[config.mk]
export PLATFORM = sky130hd
export DESIGN_NAME = multdiv_seq
export DESIGN_NICKNAME = d
export VERILOG_FILES = /design/src/rtl/multdiv_seq.sv
export SDC_FILE = /design/constraint.sdc
export NUM_CORES = 1
export LEC_CHECK = 0
export CORE_MARGIN = 5
export CORE_UTILIZATION = 50
export DETAILED_ROUTE_END_ITERATION = 6
export PLACE_DENSITY_LB_ADDON = 0.15
export SYNTH_ARGS = -nofsm -noshare
export SYNTH_HDL_FRONTEND = slang
export SYNTH_SLANG_ARGS = --single-unit
[constraint.sdc]
create_clock -name clock -period 8.8 [get_ports clock]
set_clock_uncertainty 0.05 [all_clocks]
set_input_delay 1.76 -clock clock [delete_from_list [all_inputs] [get_ports clock]]
set_output_delay 1.76 -clock clock [all_outputs]
set_load 0.05 [all_outputs]
[src/rtl/multdiv_seq.sv]
// Iterative signed multiply/divide unit. Operates on operand magnitudes, produces one
// product/quotient bit per clock over WIDTH iterations, then applies the sign in a final cycle.
module multdiv_seq #(
  parameter int unsigned WIDTH = 32
) (
  input  logic             clock,
  input  logic             reset,
  input  logic             ctrl_MULT,
  input  logic             ctrl_DIV,
  input  logic [WIDTH-1:0] data_operandA,
  input  logic [WIDTH-1:0] data_operandB,
  output logic [WIDTH-1:0] data_result,
  output logic             data_exception,
  output logic             data_resultRDY,
  output logic             busy
);

  localparam int unsigned CntW = $clog2(WIDTH + 1);
  localparam logic [CntW-1:0] LastCnt = CntW'(WIDTH);

  localparam logic [1:0] StIdle = 2'd0;
  localparam logic [1:0] StMult = 2'd1;
  localparam logic [1:0] StDiv  = 2'd2;
  localparam logic [1:0] StDone = 2'd3;

  logic [1:0]         state_q, state_d;
  logic [CntW-1:0]    cnt_q, cnt_d;
  logic               sign_q, sign_d;
  logic               dz_q, dz_d;       // divisor was zero
  logic [WIDTH-1:0]   opnd_q, opnd_d;   // multiplicand or divisor magnitude
  logic [2*WIDTH-1:0] prod_q, prod_d;   // {accumulator, remaining multiplier bits}
  logic [WIDTH:0]     rem_q, rem_d;
  logic [WIDTH-1:0]   quo_q, quo_d;     // dividend bits shift out, quotient bits shift in
  logic [WIDTH-1:0]   result_q, result_d;
  logic               exc_q, exc_d;
  logic               rdy_q, rdy_d;
  logic               busy_q, busy_d;

  logic [WIDTH-1:0]   a_mag, b_mag;
  logic [WIDTH:0]     mult_sum;
  logic [WIDTH+1:0]   div_diff;
  logic [2*WIDTH-1:0] prod_s;
  logic [WIDTH:0]     prod_top;
  logic [WIDTH-1:0]   quo_s;

  // Operand magnitudes and the per-iteration datapath.
  always_comb begin
    a_mag    = data_operandA[WIDTH-1] ? -data_operandA : data_operandA;
    b_mag    = data_operandB[WIDTH-1] ? -data_operandB : data_operandB;
    mult_sum = {1'b0, prod_q[2*WIDTH-1:WIDTH]} + (prod_q[0] ? {1'b0, opnd_q} : '0);
    // Top bit of the difference is the borrow: remainder stays below the divisor, so the
    // shifted partial remainder never reaches bit WIDTH+1.
    div_diff = {rem_q, quo_q[WIDTH-1]} - {2'b00, opnd_q};
    prod_s   = sign_q ? -prod_q : prod_q;
    prod_top = prod_s[2*WIDTH-1:WIDTH-1];
    quo_s    = sign_q ? -quo_q : quo_q;
  end

  // Next-state: a start pulse always wins and aborts whatever is in flight.
  always_comb begin
    state_d  = state_q;
    cnt_d    = cnt_q;
    sign_d   = sign_q;
    dz_d     = dz_q;
    opnd_d   = opnd_q;
    prod_d   = prod_q;
    rem_d    = rem_q;
    quo_d    = quo_q;
    result_d = result_q;
    exc_d    = exc_q;
    rdy_d    = 1'b0;
    busy_d   = busy_q;
    if (ctrl_MULT || ctrl_DIV) begin
      sign_d = data_operandA[WIDTH-1] ^ data_operandB[WIDTH-1];
      cnt_d  = '0;
      dz_d   = (data_operandB == '0);
      if (ctrl_MULT) begin
        state_d = StMult;
        opnd_d  = a_mag;
        prod_d  = {{WIDTH{1'b0}}, b_mag};
      end else begin
        state_d = StDiv;
        opnd_d  = b_mag;
        quo_d   = a_mag;
        rem_d   = '0;
      end
    end else begin
      case (state_q)
        StMult: begin
          busy_d = 1'b1;
          if (cnt_q == LastCnt) begin
            state_d  = StDone;
            busy_d   = 1'b0;
            rdy_d    = 1'b1;
            result_d = prod_s[WIDTH-1:0];
            exc_d    = !((&prod_top) || !(|prod_top));
          end else begin
            prod_d = {mult_sum, prod_q[WIDTH-1:1]};
            cnt_d  = cnt_q + CntW'(1);
          end
        end
        StDiv: begin
          busy_d = 1'b1;
          if (cnt_q == LastCnt) begin
            state_d  = StDone;
            busy_d   = 1'b0;
            rdy_d    = 1'b1;
            result_d = dz_q ? '0 : quo_s;
            // Only -2^(W-1) / -1 yields an unsigned quotient that overflows when positive.
            exc_d    = dz_q || (!sign_q && quo_q[WIDTH-1]);
          end else begin
            if (!div_diff[WIDTH+1]) begin
              rem_d = div_diff[WIDTH:0];
              quo_d = {quo_q[WIDTH-2:0], 1'b1};
            end else begin
              rem_d = {rem_q[WIDTH-1:0], quo_q[WIDTH-1]};
              quo_d = {quo_q[WIDTH-2:0], 1'b0};
            end
            cnt_d = cnt_q + CntW'(1);
          end
        end
        StDone: begin
          state_d = StIdle;
          busy_d  = 1'b0;
        end
        default: begin
          state_d = StIdle;
          busy_d  = 1'b0;
        end
      endcase
    end
  end

  // State registers with synchronous active-low reset.
  always_ff @(posedge clock) begin
    if (!reset) begin
      state_q  <= StIdle;
      cnt_q    <= '0;
      sign_q   <= 1'b0;
      dz_q     <= 1'b0;
      opnd_q   <= '0;
      prod_q   <= '0;
      rem_q    <= '0;
      quo_q    <= '0;
      result_q <= '0;
      exc_q    <= 1'b0;
      rdy_q    <= 1'b0;
      busy_q   <= 1'b0;
    end else begin
      state_q  <= state_d;
      cnt_q    <= cnt_d;
      sign_q   <= sign_d;
      dz_q     <= dz_d;
      opnd_q   <= opnd_d;
      prod_q   <= prod_d;
      rem_q    <= rem_d;
      quo_q    <= quo_d;
      result_q <= result_d;
      exc_q    <= exc_d;
      rdy_q    <= rdy_d;
      busy_q   <= busy_d;
    end
  end

  assign data_result    = result_q;
  assign data_exception = exc_q;
  assign data_resultRDY = rdy_q;
  assign busy           = busy_q;

endmodule

# Word-level counts from Yosys, hierarchy flattened
# Cells that the tools add are included.
word_totals:
  regBits: 206
  input_bits: 68
  elab_cells: 87
classes:
  addsub: 7
  eq_ne: 9
  n_mux: 34
  bitwise_logic: 5
  n_reduce_logical: 20
ops:
  columns: ["cell", "n"]
  rows:
  - ["32-bit two-way mux", 12]
  - ["64-bit two-way mux", 5]
  - ["33-bit two-way mux", 5]
  - ["32-bit negator", 3]
  - ["64-bit negator", 1]
  - ["32-bit case mux with 2 select lines", 1]
  - ["34-bit by 32-bit subtractor with 34-bit output", 1]
  - ["32-bit by 32-bit adder with 33-bit output", 1]
  - ["33-bit AND reduction", 1]
  - ["33-bit OR reduction", 1]
  - ["32-bit logical NOT", 1]
  - ["2-bit inequality test, second input constant", 5]
  - ["2-bit two-way mux", 4]
  - ["6-bit by 1-bit adder with 6-bit output, second input constant", 1]
  - ["6-bit equality test, second input constant", 1]
  - ["1-bit two-way mux", 6]
  - ["3-bit AND reduction", 2]
  - ["2-bit nonzero test", 3]
  - ["1-bit NOT", 4]
  - ["4-bit AND reduction", 1]
  - ["2-bit OR reduction", 2]
  - ["1-bit logical NOT", 3]
  - ["1-bit logical OR", 3]
  - ["3-bit by 1-bit inequality test with 1-bit output, second input constant", 1]
  - ["7 further kinds", 7]

# Depth between registers and ports, before layout
logic_depth:
  depth_word: 8
  depth_mapped: 15
  ltp_nobuf: 15

# Least setup slack after synthesis
# Ideal clock, no wire load.
synth_timing:
  kind: "input-to-reg"
  start: "input port data_operandB[10]"
  end: "register opnd_q[29]"
  t_arrival_ns: 4.252
  setup_slack_ns: 4.383
  cell_stages: 11
  n_path_buf: 0
  path_cell_list: "or4_1 -> nor3_1 -> nand4_1 -> or3_1 -> or4_1 -> o21ai_0 -> xor2_1 -> nand2_1 -> o21ai_0 -> mux2i_1 -> and2_1"
synth_via:
  elab_chain_cells: 3
synth_lines:
  columns: ["element", "line_no", "text"]
  rows:
  - ["start: declaration", "11", "input logic [WIDTH-1:0] data_operandB,"]
  - ["32-bit negator", "49", "b_mag = data_operandB[WIDTH-1] ? -data_operandB : data_operandB;"]
  - ["32-bit two-way mux", "49", null]
  - ["32-bit two-way mux", "77", "if (ctrl_MULT) begin"]
  - ["end signal: assignment", "154", "opnd_q <= opnd_d;"]
  - ["end: declaration", "30", "logic [WIDTH-1:0] opnd_q, opnd_d;"]
# Every way passes these cells.
# A chain may end at the register's enable or synchronous reset.

# Final worst setup path
layout_timing:
  start: "input port data_operandB[2]"
  end: "register opnd_q[26]"
# The elaborated chain is that of the path after synthesis.

==> metrics.cfg <==
[clock_network]
cts_hold_buffers = 0
cts_sinks = 206
clock_path_buffers = 3
postCtsSetupRepairBufs = 0
post_cts_resized = 0
cts-root-buf = clkbuf_16
htree_levels = 1
insertion_delay_ps = 530
cts.reportedPaths.clkPinSlew_ps = 60
numCtsBuffers = 25
cts_tree = done

[sta]
fin_crit_sh_pct = 53.59
relSlewSlack_pct = 27.27
tns_ps = 0
rsz0062_at_grt = false
period_minus_slack_ps = 4716
hold_viol = 0
slew_violations = 0
finalSetupViolCount = 0
worst_slew_pin_slew_ps = 1088
fmax_mhz = 212.1

[synthesis]
ys_warn_count = 0
yosysUniqueCellTypes = 70
async_reset_ff_share_pct = 0
syn_area_per_cell_um2 = 7.655
ys_seq_elements = 206
synth_area_um2 = 15830
synth-edff-count = 0
syn_inst = 2068
seq_area_frac_synth_pct = 26.05
synth_nets = 2210
synthFlopType = dfxtp_1

[die]
initial_utilization_pct = 50.43
die_h_um = 187.9
die_area_um2 = 35320
io_pins = 103
rows = 65
coreArea_um2 = 31390
die_x_um = 187.9

[power_and_ir_drop]
p_leak_nw = 7.077
p_sw_mw = 0.8267
p_comb_share_pct = 21.2
ir_worst_vdd_mv = 0.1490
sw_frac_of_total_pct = 31.21
p_per_area_nw_per_um2 = 148.3
intPower_mw = 1.822
p_clk_share_pct = 39.8
seqPwrFrac_pct = 39.0

[detailed_routing]
wl_per_cell_um = 19.88
ant_nets = 0
routed_wl_mm = 49.80
first_pass_iters = 6
num_vias = 15440
post-route-drc-count = 0
drtIter0Drc = 1740
viasPerCell = 6.162

[global_routing]
grt_max_degree = 94
grt_first_pass_wirelength_mm = 76.85
grt_antenna_before_repair = 1
gr-usage-all-layers_pct = 26.63
first_global_vias = 13570
grt.overflow.total = 0

[setup_path]
end_kind = flip-flop
reg2reg_depth = 13
critPathLaunchType = primary input
crit_required_ps = 9180
critPathKind = in2reg
worstSetupStartpoint = data_operandB[2]
slowest_delay_ps = 660
r2r-start = prod_q[0]$_SDFFE_PN0P_
slowest_stage = nor4_1
crit_fanout = 5
rrSetupSlack_ps = 4300
crit_chain = clkdlybuf4s50_1, nor4_1, nand3b_1, nand2b_1, or4_1, or3_1, o21ai_1, xor2_1, nand2_1, o21ai_0, mux2i_1, and2_1
crit_arrival_ps = 5090
reg2reg_to = prod_q[63]$_SDFFE_PN0P_

[worst_hold_path]
worst_hold_path.num_cells = 2
whs_endpoint = data_result[5]$_SDFFE_PN0P_
min_from = data_result[5]$_SDFFE_PN0P_
hp-class = reg2reg

[layout]
stdcell_area_um2 = 17860
drive_gt1_share_pct = 4.184
final_nets = 2227
synthToLayoutAreaGrowth_pct = 12.79
antennaDiodeCount = 0

[placement]
dp_hpwl_mm = 37.88
placed_cell_area_um2 = 17020
port-buffer-count = 102
gp_congestion = 0.9507

[status]
status = finished clean

[job]
cap_violations = 0

==> power groups by stage <==
stage               clock [mW]  sequential, mW  combinational, mW
floorplan                    0            1.01              0.398
global placement             0            1.05              0.544
detailed placement           0            1.05              0.550
CTS                       1.07            1.03              0.553
global route              1.10            1.03              0.614
finish                    1.05            1.03              0.562
==> cells in the final DEF, fill, tap and decap left out, types with 15 or more instances in the layout <==
cell	count
a211oi_1	47
nand2_1	198
buf_4	17
o31ai_1	43
o21a_1	20
o211ai_1	31
nor4_1	22
xor2_1	140
o41ai_1	20
nand3_1	35
clkbuf_16	25
dfxtp_1	205
inv_1	73
o221ai_1	15
a21boi_0	32
nor2b_1	80
nor3b_1	17
nor3_1	37
o211a_1	20
a21oi_1	132
a22oi_1	18
o21ai_0	175
ha_1	72
clkdlybuf4s50_1	100
or4_1	21
nor2_1	149
and2_1	29
or3_1	19
nand2b_1	17
nand4_1	16
mux2i_1	49
xnor2_1	60
a21o_1	29
==> synth_stat cells, types with 38 or more instances <==
cell type,number,area share (%)
dfxtp_1,206,26
nand2_1,198,4.7
o21ai_0,175,5.5
nor2_1,149,3.5
xor2_1,141,7.8
a21oi_1,132,4.2
clkbuf_1,111,2.6
nor2b_1,80,3.2
inv_1,73,1.7
ha_1,72,5.7
xnor2_1,60,3.3
mux2i_1,49,3.1
a211oi_1,47,2.2
o31ai_1,43,2.0
nor3_1,38,1.2
==> layer usage <==
layer / global-route usage, % / vias to the layer above / wire (um)
met4: 7.369 / 2 / 1488
met3: 3.574 / 74 / 3928
met1: 40.98 / 7238 / 24020
met5: 0 / - / 13
met2: 38.71 / 611 / 20350
li1: - / 7510 / -
==> metrics by stage <==
stage          cells  power (mW)  worst slack (ps)  hold WS (ps)  util (%)
6_report        2505       2.649              4084         412.5     56.88
5_1_grt         2505       2.751              3729         431.0     56.88
4_1_cts         2505       2.648              4133         415.9     56.88
3_5_place_dp    2460       1.599              3581         408.0     54.23
3_3_place_gp    2460       1.593              3602         409.3     54.23
2_1_floorplan   2068       1.412              4383         392.8         -
==> logic make-up after synthesis <==
logic type,after synthesis,synth area share [%]
buffers and inverters,201,4.805
AO/OA/AOI/OAI,645,26.59
flip-flops,206,26.05
AND/OR/NAND/NOR,692,22.39
adder cells (fa/ha/maj),74,5.943
XOR/XNOR,201,11.12
multiplexers,49,3.098
==> how the worst max path moves through the flow <==
stage | slack (ps) | endpoint
2_1_floorplan | 4380 | opnd_q[29]$_SDFFE_PN0N_
3_3_place_gp | 3600 | opnd_q[26]$_SDFFE_PN0N_
3_5_place_dp | 3580 | opnd_q[26]$_SDFFE_PN0N_
4_1_cts | 4130 | opnd_q[26]$_SDFFE_PN0N_
5_1_grt | 3730 | opnd_q[26]$_SDFFE_PN0N_
6_report | 4080 | opnd_q[26]$_SDFFE_PN0N_
==> area by class of cell <==
| cell class | count | area (um2) |
|---|---|---|
| Fill cell | 2976 | 13540 |
| Multi-Input combinational cell | 1661 | 10990 |
| Sequential cell | 206 | 4125 |
| Timing Repair Buffer | 118 | 1134 |
| Clock buffer | 34 | 689.4 |
| Tap cell | 402 | 503.0 |
| Inverter | 73 | 274.0 |
| Clock inverter | 11 | 142.6 |
==> state kept, by name, summed over array words and instances, names as in the netlist, 2 cells and up <==
register and flops:
rem_q 33, quo_q 32, state_q 2, prod_q 64, opnd_q 32, data_result 32, cnt_q 6
==> worst max-delay path: cells and delay by family <==
family | cells | cell delay [ps]
AOI/OAI and AO/OA | 2 | 290
xor gates and xnor gates | 1 | 160
buffers and inverters | 1 | 490
muxes | 1 | 80
and+or+nand+nor | 7 | 2300
No activity file was read; power rests on OpenSTA's default activity.
